`src/rtl/snake_engine.sv`:
```
// snake_engine: variable-length snake on a cell grid. Advances one cell per step tick,
// filters direction keys, grows on food, detects self/wall collision, answers pixel queries.
module snake_engine #(
   parameter int XW       = 10,
   parameter int YW       = 10,
   parameter int X_MAX    = 799,
   parameter int Y_MAX    = 599,
   parameter int MAX_LEN  = 16,
   parameter int INIT_LEN = 3,
   parameter int INIT_X   = 400,
   parameter int INIT_Y   = 300,
   parameter int STEP_DIV = 312500,
   parameter int WRAP     = 1
) (
   input  logic                           clk,
   input  logic                           rst,
   input  logic                           start,
   input  logic                           pause,
   input  logic [3:0]                     dir_req,
   input  logic [XW-1:0]                  food_x,
   input  logic [YW-1:0]                  food_y,
   input  logic [XW-1:0]                  pix_x,
   input  logic [YW-1:0]                  pix_y,
   output logic [XW-1:0]                  head_x,
   output logic [YW-1:0]                  head_y,
   output logic [$clog2(MAX_LEN+1)-1:0]   length,
   output logic                           step,
   output logic                           eat,
   output logic                           fin,
   output logic [1:0]                     state,
   output logic                           snake_pix,
   output logic                           head_pix
);
   localparam int LW = $clog2(MAX_LEN + 1);
   localparam int CW = (STEP_DIV > 1) ? $clog2(STEP_DIV) : 1;
   localparam logic [XW-1:0] X_LAST   = XW'(X_MAX);
   localparam logic [YW-1:0] Y_LAST   = YW'(Y_MAX);
   localparam logic [XW-1:0] X_ONE    = XW'(1);
   localparam logic [YW-1:0] Y_ONE    = YW'(1);
   localparam logic [CW-1:0] CNT_LAST = CW'(STEP_DIV - 1);
   localparam logic [CW-1:0] CNT_ONE  = CW'(1);
   localparam logic [LW-1:0] LEN_MAX  = LW'(MAX_LEN);
   localparam logic [LW-1:0] LEN_INIT = LW'(INIT_LEN);
   localparam logic [LW-1:0] LEN_ONE  = LW'(1);
   localparam logic          WRAP_EN  = (WRAP != 32'sd0);

   typedef enum logic [1:0] {ST_IDLE = 2'd0, ST_RUN = 2'd1, ST_DEAD = 2'd2} state_t;
   typedef enum logic [1:0] {DIR_RIGHT = 2'd0, DIR_LEFT = 2'd1, DIR_UP = 2'd2, DIR_DOWN = 2'd3} dir_t;

   function automatic dir_t opposite(input dir_t d);
      case (d)
         DIR_RIGHT: opposite = DIR_LEFT;
         DIR_LEFT:  opposite = DIR_RIGHT;
         DIR_UP:    opposite = DIR_DOWN;
         DIR_DOWN:  opposite = DIR_UP;
         default:   opposite = DIR_LEFT;
      endcase
   endfunction

   function automatic logic [XW-1:0] init_x(input int i);
      if (i < INIT_LEN) init_x = XW'(INIT_X - i);
      else              init_x = {XW{1'b0}};
   endfunction

   function automatic logic [YW-1:0] init_y(input int i);
      if (i < INIT_LEN) init_y = YW'(INIT_Y);
      else              init_y = {YW{1'b0}};
   endfunction

   state_t          state_r, state_nx_s;
   dir_t            dir_r, cur_dir_r, req_dir_s;
   logic [CW-1:0]   cnt_r, cnt_nx_s;
   logic [XW-1:0]   seg_x_r [MAX_LEN];
   logic [YW-1:0]   seg_y_r [MAX_LEN];
   logic [LW-1:0]   len_r;
   logic [XW-1:0]   nx_s;
   logic [YW-1:0]   ny_s;
   logic            req_vld_s, accept_s, edge_s, off_s, food_s, grow_s, hit_s;
   logic            due_s, die_s, adv_s, reinit_s;
   logic            step_r, eat_r, fin_r;

   // Key priority right>left>up>down; reversal against the last stepped direction is dropped.
   always_comb begin
      req_vld_s = 1'b1;
      req_dir_s = DIR_RIGHT;
      if (dir_req[0])      req_dir_s = DIR_RIGHT;
      else if (dir_req[1]) req_dir_s = DIR_LEFT;
      else if (dir_req[2]) req_dir_s = DIR_UP;
      else if (dir_req[3]) req_dir_s = DIR_DOWN;
      else                 req_vld_s = 1'b0;
      accept_s = req_vld_s && (state_r != ST_DEAD) && (req_dir_s != opposite(cur_dir_r));
   end

   // Next head cell, edge handling, food match and collision against the cells that stay.
   always_comb begin
      nx_s   = seg_x_r[0];
      ny_s   = seg_y_r[0];
      edge_s = 1'b0;
      case (dir_r)
         DIR_RIGHT: if (seg_x_r[0] == X_LAST) begin nx_s = {XW{1'b0}}; edge_s = 1'b1; end
                    else nx_s = seg_x_r[0] + X_ONE;
         DIR_LEFT:  if (seg_x_r[0] == {XW{1'b0}}) begin nx_s = X_LAST; edge_s = 1'b1; end
                    else nx_s = seg_x_r[0] - X_ONE;
         DIR_UP:    if (seg_y_r[0] == {YW{1'b0}}) begin ny_s = Y_LAST; edge_s = 1'b1; end
                    else ny_s = seg_y_r[0] - Y_ONE;
         DIR_DOWN:  if (seg_y_r[0] == Y_LAST) begin ny_s = {YW{1'b0}}; edge_s = 1'b1; end
                    else ny_s = seg_y_r[0] + Y_ONE;
         default:   edge_s = 1'b0;
      endcase
      off_s  = edge_s && !WRAP_EN;
      food_s = (nx_s == food_x) && (ny_s == food_y);
      grow_s = food_s && (len_r < LEN_MAX);
      hit_s  = 1'b0;
      // The tail only counts when growing, because otherwise it vacates its cell this step.
      for (int i = 0; i < MAX_LEN; i++) begin
         hit_s = hit_s | (((LW'(i) < len_r - LEN_ONE) || (grow_s && (LW'(i) == len_r - LEN_ONE)))
                          && (seg_x_r[i] == nx_s) && (seg_y_r[i] == ny_s));
      end
      due_s    = (state_r == ST_RUN) && !pause && (cnt_r == CNT_LAST);
      die_s    = due_s && (off_s || hit_s);
      adv_s    = due_s && !die_s;
      reinit_s = (state_r == ST_DEAD) && start;
   end

   // FSM next state and step-tick counter.
   always_comb begin
      state_nx_s = state_r;
      cnt_nx_s   = cnt_r;
      case (state_r)
         ST_IDLE: begin
            cnt_nx_s = {CW{1'b0}};
            if (start) state_nx_s = ST_RUN;
            else       state_nx_s = ST_IDLE;
         end
         ST_RUN: begin
            if (die_s) state_nx_s = ST_DEAD;
            else       state_nx_s = ST_RUN;
            if (due_s)      cnt_nx_s = {CW{1'b0}};
            else if (pause) cnt_nx_s = cnt_r;
            else            cnt_nx_s = cnt_r + CNT_ONE;
         end
         ST_DEAD: begin
            cnt_nx_s = {CW{1'b0}};
            if (start) state_nx_s = ST_RUN;
            else       state_nx_s = ST_DEAD;
         end
         default: begin
            state_nx_s = ST_IDLE;
            cnt_nx_s   = {CW{1'b0}};
         end
      endcase
   end

   // Control registers: state, counter, directions and the output pulses.
   always_ff @(posedge clk or posedge rst) begin
      if (rst) begin
         state_r   <= ST_IDLE;
         cnt_r     <= {CW{1'b0}};
         dir_r     <= DIR_RIGHT;
         cur_dir_r <= DIR_RIGHT;
         step_r    <= 1'b0;
         eat_r     <= 1'b0;
         fin_r     <= 1'b0;
      end else begin
         state_r <= state_nx_s;
         cnt_r   <= cnt_nx_s;
         step_r  <= adv_s;
         eat_r   <= adv_s && food_s;
         fin_r   <= (state_nx_s == ST_DEAD);
         if (reinit_s) begin
            dir_r     <= DIR_RIGHT;
            cur_dir_r <= DIR_RIGHT;
         end else begin
            if (accept_s) dir_r     <= req_dir_s;
            if (adv_s)    cur_dir_r <= dir_r;
         end
      end
   end

   // Body storage: unused slots keep their (0,0) value since only active slots shift.
   always_ff @(posedge clk or posedge rst) begin
      if (rst) begin
         len_r <= LEN_INIT;
         for (int i = 0; i < MAX_LEN; i++) begin
            seg_x_r[i] <= init_x(i);
            seg_y_r[i] <= init_y(i);
         end
      end else if (reinit_s) begin
         len_r <= LEN_INIT;
         for (int i = 0; i < MAX_LEN; i++) begin
            seg_x_r[i] <= init_x(i);
            seg_y_r[i] <= init_y(i);
         end
      end else if (adv_s) begin
         seg_x_r[0] <= nx_s;
         seg_y_r[0] <= ny_s;
         for (int i = 1; i < MAX_LEN; i++) begin
            if ((LW'(i) < len_r) || (grow_s && (LW'(i) == len_r))) begin
               seg_x_r[i] <= seg_x_r[i-1];
               seg_y_r[i] <= seg_y_r[i-1];
            end
         end
         if (grow_s) len_r <= len_r + LEN_ONE;
      end
   end

   // Zero-latency render query over the active segments.
   always_comb begin
      snake_pix = 1'b0;
      for (int i = 0; i < MAX_LEN; i++) begin
         snake_pix = snake_pix | ((LW'(i) < len_r) && (seg_x_r[i] == pix_x) && (seg_y_r[i] == pix_y));
      end
      head_pix = (seg_x_r[0] == pix_x) && (seg_y_r[0] == pix_y);
   end

   assign head_x = seg_x_r[0];
   assign head_y = seg_y_r[0];
   assign length = len_r;
   assign step   = step_r;
   assign eat    = eat_r;
   assign fin    = fin_r;
   assign state  = state_r;

endmodule

```
`config.mk`:
```
export PLATFORM = sky130hd
export DESIGN_NAME = snake_engine
export DESIGN_NICKNAME = d
export VERILOG_FILES = /design/src/rtl/snake_engine.sv
export SDC_FILE = /design/constraint.sdc
export NUM_CORES = 1
export LEC_CHECK = 0
export BUFFER_PORTS_ARGS = -buffer_cell sky130_fd_sc_hd__buf_2
export CORE_MARGIN = 8
export CORE_UTILIZATION = 53
export DETAILED_ROUTE_END_ITERATION = 16
export PLACE_DENSITY = 0.66
export SYNTH_ARGS = -nofsm -noshare
export SYNTH_HDL_FRONTEND = slang
export SYNTH_SLANG_ARGS = --single-unit
```
`constraint.sdc`:
```
create_clock -name clk -period 26.1 [get_ports clk]
set_clock_uncertainty 0.15 [all_clocks]
set_input_delay 0 -clock clk [delete_from_list [all_inputs] [get_ports clk]]
set_output_delay 0 -clock clk [all_outputs]
set_load 0.05 [all_outputs]
```
== After elaboration in Yosys (flattened, before gate mapping) ==
Index checks and enable logic that the tools add are counted.

* Word-level logic and storage cells: 463
* Input bits: 48
* Output and inout port bits: 32
* Bits in registers: 353

* Add/sub/neg operators: 7
* Mux-type cells: 63
* $lt $le $gt $ge: 33
* Reductions and logical operators: 179
* Eq/ne operators: 111
* Bitwise logic cells: 30

{| class="wikitable"
|+ Operators by type and width
! kind !! count
|-
| equality test 10 bit || 66
|-
| 2-to-1 mux 160 bit || 4
|-
| 2-to-1 mux 10 bit || 34
|-
| logical AND 1 bit || 106
|-
| equality test 4 x 5 -> 1 bit (first input constant) || 16
|-
| < comparator 4 x 5 -> 1 bit (first input constant) || 16
|-
| 2-to-1 mux 19 bit || 3
|-
| equality test 3 x 5 -> 1 bit (first input constant) || 8
|-
| < comparator 3 x 5 -> 1 bit (first input constant) || 8
|-
| case mux 10 bit (2 select lines) || 2
|-
| nonzero test 2 bit || 18
|-
| AND reduction 2 bit || 16
|-
| logical OR 1 bit || 31
|-
| bitwise OR 1 bit || 30
|-
| adder 10 x 1 -> 10 bit (second input constant) || 2
|-
| equality test 10 bit (second input constant) || 2
|-
| equality test 2 x 5 -> 1 bit (first input constant) || 4
|-
| logical NOT 10 bit || 2
|-
| < comparator 1 x 5 -> 1 bit (first input constant) || 4
|-
| < comparator 2 x 5 -> 1 bit (first input constant) || 4
|-
| 2-to-1 mux 2 bit || 10
|-
| subtractor 10 x 1 -> 10 bit (second input constant) || 2
|-
| adder 19 x 1 -> 19 bit (second input constant) || 1
|-
| equality test 19 bit (second input constant) || 1
|-
| other kinds (16) || 33
|}

== Depth between registers and ports, before layout ==
* Depth after elaboration: 30
* Depth in mapped cells: 20
* Gate-level depth less buffers: 16

== Worst setup path after synthesis ==
OpenSTA, ideal clock, no wires.

* Path type: register to register
* From: register seg_x_r, in the netlist head_x[1]
* To: register seg_x_r, in the netlist head_x[2]
* Period minus slack after synthesis: 4,527 ps
* Buffers on the path: 3
* Library setup time: 120 ps
* Arrival time: 4,257 ps
* Data required time: 25,830 ps
* Path slack: 21,573 ps
* Cell stages (with the launch flop): 19
* Cell sequence: dfrtp_1 clkbuf_1 inv_1 ha_1 nor4b_2 a2111oi_0 a31o_1 buf_2 nor3_2 buf_6 xor2_1 or3_1 or4b_1 or4_1 o2111ai_1 nor3_1 nand2_2 inv_2 a31o_1

* Longest elaborated chain between the ends: 29
* Elaborated cells on any way between the ends: 111
* Those cells by class: add/sub: 2; eq/ne: 18; mux: 5; bitwise: 15; reduce/logical: 71

{| class="wikitable"
|+ Ends and longest elaborated chain
! element !! RTL line !! source
|-
| start, declared || 73 || <nowiki>logic [XW-1:0] seg_x_r [MAX_LEN];</nowiki>
|-
| start signal, assigned by index || 185 || <nowiki>seg_x_r[i] <= init_x(i);</nowiki>
|-
| start signal, assigned by index || 191 || <nowiki>seg_x_r[i] <= init_x(i);</nowiki>
|-
| start signal, assigned by index || 199 || <nowiki>seg_x_r[i] <= seg_x_r[i-1];</nowiki>
|-
| subtractor 10 x 1 -> 10 bit (tied with other cells) || 103 || <nowiki>else nx_s = seg_x_r[0] - X_ONE;</nowiki>
|-
| 2-to-1 mux 10 bit, on equally long branches || 102, 100 ||
|-
| case mux 10 bit (2 select lines) || 99 || <nowiki>case (dir_r)</nowiki>
|-
| equality test 10 bit || 111 || <nowiki>food_s = (nx_s == food_x) && (ny_s == food_y);</nowiki>
|-
| logical AND 1 bit || 111 ||
|-
| logical AND 1 bit || 112 || <nowiki>grow_s = food_s && (len_r < LEN_MAX);</nowiki>
|-
| logical AND 1 bit || 116 || <nowiki>hit_s = hit_s | (((LW'(i) < len_r - LEN_ONE) || (grow_s && (LW'(i) == len_r - LEN_ONE)))</nowiki>
|-
| logical OR 1 bit || 116 ||
|-
| logical AND 1 bit (2 in a row) || 117 || <nowiki>&& (seg_x_r[i] == nx_s) && (seg_y_r[i] == ny_s));</nowiki>
|-
| bitwise OR 1 bit (14 in a row) || 116 ||
|-
| bitwise OR 1 bit (*) || 116 ||
|-
| logical AND 1 bit (*) || 120 || <nowiki>die_s = due_s && (off_s || hit_s);</nowiki>
|-
| logical NOT 1 bit (*) || 121 || <nowiki>adv_s = due_s && !die_s;</nowiki>
|-
| logical AND 1 bit (*) || 121 ||
|-
| named net adv_s || 79 || <nowiki>logic due_s, die_s, adv_s, reinit_s;</nowiki>
|-
| nonzero test 2 bit (no line) (*) || n/a ||
|}

Mark *: on every way through the listed nets, which the timed path passes. The rest lies on a longest branch. The select of a mux whose other input is x is not followed.
A chain may end at the register's enable or synchronous reset.

== Final worst setup path ==
* From: register seg_y_r, in the netlist head_y[2]
* To: register seg_x_r[15] in the netlist's numbering

* Longest elaborated chain between the ends: 30
* Elaborated cells on any way between the ends: 113
* Those cells by class: add/sub: 2; eq/ne: 18; mux: 3; bitwise: 15; reduce/logical: 75

{| class="wikitable"
|+ Ends and longest elaborated chain
! element !! RTL line !! source
|-
| start, declared || 74 || <nowiki>logic [YW-1:0] seg_y_r [MAX_LEN];</nowiki>
|-
| start signal, assigned by index || 186 || <nowiki>seg_y_r[i] <= init_y(i);</nowiki>
|-
| start signal, assigned by index || 192 || <nowiki>seg_y_r[i] <= init_y(i);</nowiki>
|-
| start signal, assigned by index || 200 || <nowiki>seg_y_r[i] <= seg_y_r[i-1];</nowiki>
|-
| adder 10 x 1 -> 10 bit (tied with other cells) || 107 || <nowiki>else ny_s = seg_y_r[0] + Y_ONE;</nowiki>
|-
| 2-to-1 mux 10 bit, on equally long branches || 106, 104 ||
|-
| case mux 10 bit (2 select lines) || 99 ||
|-
| equality test 10 bit || 111 ||
|-
| logical AND 1 bit || 111 ||
|-
| logical AND 1 bit || 112 ||
|-
| logical AND 1 bit || 116 ||
|-
| logical OR 1 bit || 116 ||
|-
| logical AND 1 bit (2 in a row) || 117 ||
|-
| bitwise OR 1 bit (15 in a row) || 116 ||
|-
| logical AND 1 bit || 120 ||
|-
| logical NOT 1 bit || 121 ||
|-
| logical AND 1 bit || 121 ||
|-
| nonzero test 2 bit (no line) || n/a ||
|-
| AND reduction 2 bit (no line) (*) || n/a ||
|}

Every way passes the cells marked *; elsewhere a longest branch is shown, timed or not.

==> metrics.csv <==
stage,metric,value,unit
run_status,status,"finished, final reports clean",
global_route,first_global_vias,24660,
global_route,grt_pass1_wl,176.6,mm
synth,synth_cells,3024,
routing,routedWlPerCell,33.74,um
synth,synth_top_cell_area_share,0.2985,
synth,synthSimpleGateAreaFrac,0.2259,
routing,ant_nets,0,
timing,tightestPinTransition,1.378,ns
synth,synth-xor-area-share,0.2015,
finish,fin_nets,3050,
global_route,antenna_found_initial,3,
worst_setup_path,arrival,7.75,ns
synth,synth_cell_types,106,
synth,synth_top_family_by_area,simple AND/OR/NAND/NOR gates,
timing,finalWorstSetupSlack,18.66,ns
routing,drtPass1Iterations,8,
placement,routabilityCongestion,1.091,
pwr,clkPwrFrac,0.450,
finish,syn2layout_area_growth,8.115,%
synth,synth-adder-area-share,0.005052,
clock_tree,numCtsBuffers,40,
synth,async_reset_ff_frac,1.000,
global_route,grt_max_degree,166,
pwr,power_frac_comb,0.139,
floorplanning,fp.dieH,242.7,um
finish,antenna_cells,0,
worst_setup_path,required,26.41,ns
synth,syn-mean-instance-area,9.010,sq um
clock_tree,clkTransAtPathRegs,0.07,ns
floorplanning,core,51090,sq um
clock_tree,cts.sinks,353,
timing,hold_viol_final,0,
synth,synth_nets,3083,
synth,synth_compound_area_frac,0.09070,
pwr,p_leak,11.87,nW
timing,drv_slew,0,
synth,synthTopCellsByCount,"417 x nand2_1, 325 x dfrtp_1, 323 x xnor2_1",
hold_path,hold_path.class,in -> reg,
finish,fill_cells,4587,
timing,min_period,7.440,ns
floorplanning,dieArea,58920,sq um
clock_tree,postCtsResizedCells,0,
global_route,grt_overflow,0,
clock_tree,cts_tree,built,
clock_tree,root_buffer,clkbuf_16,
timing,finalCritPeriodShare,0.2850,
timing,setup_violations,0,
flow_run,maxCapViolations,0,
floorplanning,io-pin-count,80,
synth,ys_seq_area_frac,0.3255,
floorplanning,rows,83,
synth,ys_warn_count,0,
clock_tree,h-tree-depth,2,
pwr,peakVddDrop,0.06081,mV
synth,ys_ff_latch,353,
placement,dp_hpwl,89.71,mm
timing,fmax,0.1344,GHz
worst_setup_path,cp-end-kind,flip-flop,
worst_setup_path,worstSetupPathType,reg -> reg,
synth,synth_edf_count,0,
finish,drive_gt1_frac,0.1053,
pwr,p_seq_frac,0.411,
synth,synth.area.top_cells,"dfrtp_1 30%, xnor2_1 10%, mux2i_1 10%",
pwr,internal-power,962.2,uW
routing,routed_wl,124.9,mm
placement,io_buffers,79,
timing,tns,0,ns
global_route,track_usage,0.4077,
synth,syn_area,27240,sq um
synth,synth.mux.area_fraction,0.1038,
routing,drc,0,
floorplanning,die_w,242.7,um
floorplanning,start_util,0.5332,
pwr,p_per_area,45.82,nW/um^2
worst_setup_path,startpoint_type,flip-flop,
worst_setup_path,rrSetupSlack,18.66,ns
synth,synth_top_area_cell,dfrtp_1,
worst_setup_path,critPathMaxFanout,38,
routing,via_count,25750,
synth,yosysMostFrequentCell,nand2_1,
synth,synth_ff_type,dfrtp_1,
timing,rsz0062_at_grt,no,
timing,max_slew_margin,0.05510,
clock_tree,clk_latency,0.59,ns
placement,place_ws,19.09,ns
pwr,power_switching,387.6,uW
routing,routed_via_density,6.958,
pwr,swShare,0.2871,
routing,drtIter0Drc,3571,
clock_tree,cts_buffer_depth,3,
layer usage:
metal / GRT usage / vias to the layer above / part of all wire
li1: - / 10730 / -
met1: 0.5297 / 12580 / 0.39
met2: 0.5764 / 1909 / 0.41
met3: 0.1394 / 532 / 0.13
met4: 0.2528 / 2 / 0.076
met5: 0 / - / 0.000088
sequential cells by signal (all words and copies together) (netlist names):
register,count
eat,1
head_x,10
seg_y_r,150
head_y,10
fin,1
cur_dir_r,2
cnt_r,19
step,1
state,2
seg_x_r,150
dir_r,2
length,5
power by group through the flow:
stage | clock (mW) | sequential (mW) | combinational [mW]
final | 0.608 | 0.555 | 0.187
after global routing | 0.630 | 0.555 | 0.193
after global placement | 0 | 0.564 | 0.174
after floorplan | 0 | 0.563 | 0.112
after detailed placement | 0 | 0.565 | 0.176
after CTS | 0.610 | 0.555 | 0.178
cell families after synthesis:
family / Yosys count
buffers and inverters: 273
and+or+nand+nor: 1151
AOI/OAI and AO/OA: 361
muxes: 282
DFF: 353
xor gates and xnor gates: 593
adders and majority gates: 11
metrics by stage:
step | area [sq um] | instances | power [mW] | hold slack (ns) | utilization
after floorplan | 27240 | 3024 | 0.6748 | -0.03056 | -
after global placement | 27960 | 3617 | 0.7387 | 0.05470 | 0.5472
after detailed placement | 27980 | 3619 | 0.7409 | 0.06713 | 0.5477
after CTS | 29450 | 3700 | 1.343 | 0.005864 | 0.5763
after global routing | 29460 | 3701 | 1.378 | 0.1248 | 0.5765
final | 29460 | 3701 | 1.350 | 0.09723 | 0.5765
placed cells by master (no fill, tap or decap), types with 14 or more instances in the layout:
cell type  Yosys  routed
nor4_1        86      86
or4_1         31      31
inv_1         44      43
nand3_1      101     101
clkbuf_16      0      41
nor2_2         4      17
nand4_1      102     102
xnor3_1       21      21
o211ai_1      22      22
nor2_1       110      97
a21oi_1       49      48
nand2b_1      18      18
mux2i_1      277     277
buf_4         30      60
dfstp_2       28      28
xor2_1       248     248
and3_1        27      26
o21ai_1       26      25
or3_1         38      38
o31ai_1       16      16
xnor2_1      323     322
nand2_1      417     416
nand4b_1      19      19
nor3_1        61      59
buf_2         63      79
and2_1        14      14
o21ai_0       86      86
dfrtp_1      325     325
final timing paths:
check                                 startpoint                 endpoint  cells after the start
min in group asynchronous                    rst  seg_x_r[60]$_DFFE_PP0P_                      4
setup / recovery           head_y[2]$_DFFE_PP1P_  seg_x_r[15]$_DFFE_PP0P_                     12
setup reg to reg           head_y[2]$_DFFE_PP1P_  seg_x_r[15]$_DFFE_PP0P_                     12
hold reg to reg            cnt_r[18]$_DFFE_PP0P_    cnt_r[18]$_DFFE_PP0P_                      1
max in group asynchronous                    rst  seg_x_r[97]$_DFFE_PP0P_                      5
hold / removal                             start       state[0]$_DFF_PP0_                      4
critical path: stages, from the launching register on:
cell      delay [ns]
dfstp_2         1.16
nand4_1         0.34
nor4_2          0.84
or3_1           0.89
and3_1          0.28
o21ai_0         0.16
or4b_1          0.54
or4_1           0.67
o41ai_1         0.27
nand3_1         0.38
and4_4          0.50
nand2b_1        0.71
mux2_2          0.41
final cells by class:
cell class                 instances  area, sq um  area share
sequential                       353         8869      0.3011
tap                              680        850.8     0.02888
clock buffer                      54         1115     0.03785
inverter                          47        183.9    0.006244
timing repair buffer             151        980.9     0.03330
multi-input combinational       2398        17200      0.5839
clock inverter                    18        256.5    0.008708
repair_timing:
| action | in CTS | in global routing |
|---|---|---|
| setup buffers | 0 | 0 |
| hold buffers | 9 | 1 |
| endpoints found under the hold margin | 123 | 1 |
No activity file was read; power rests on OpenSTA's default activity.
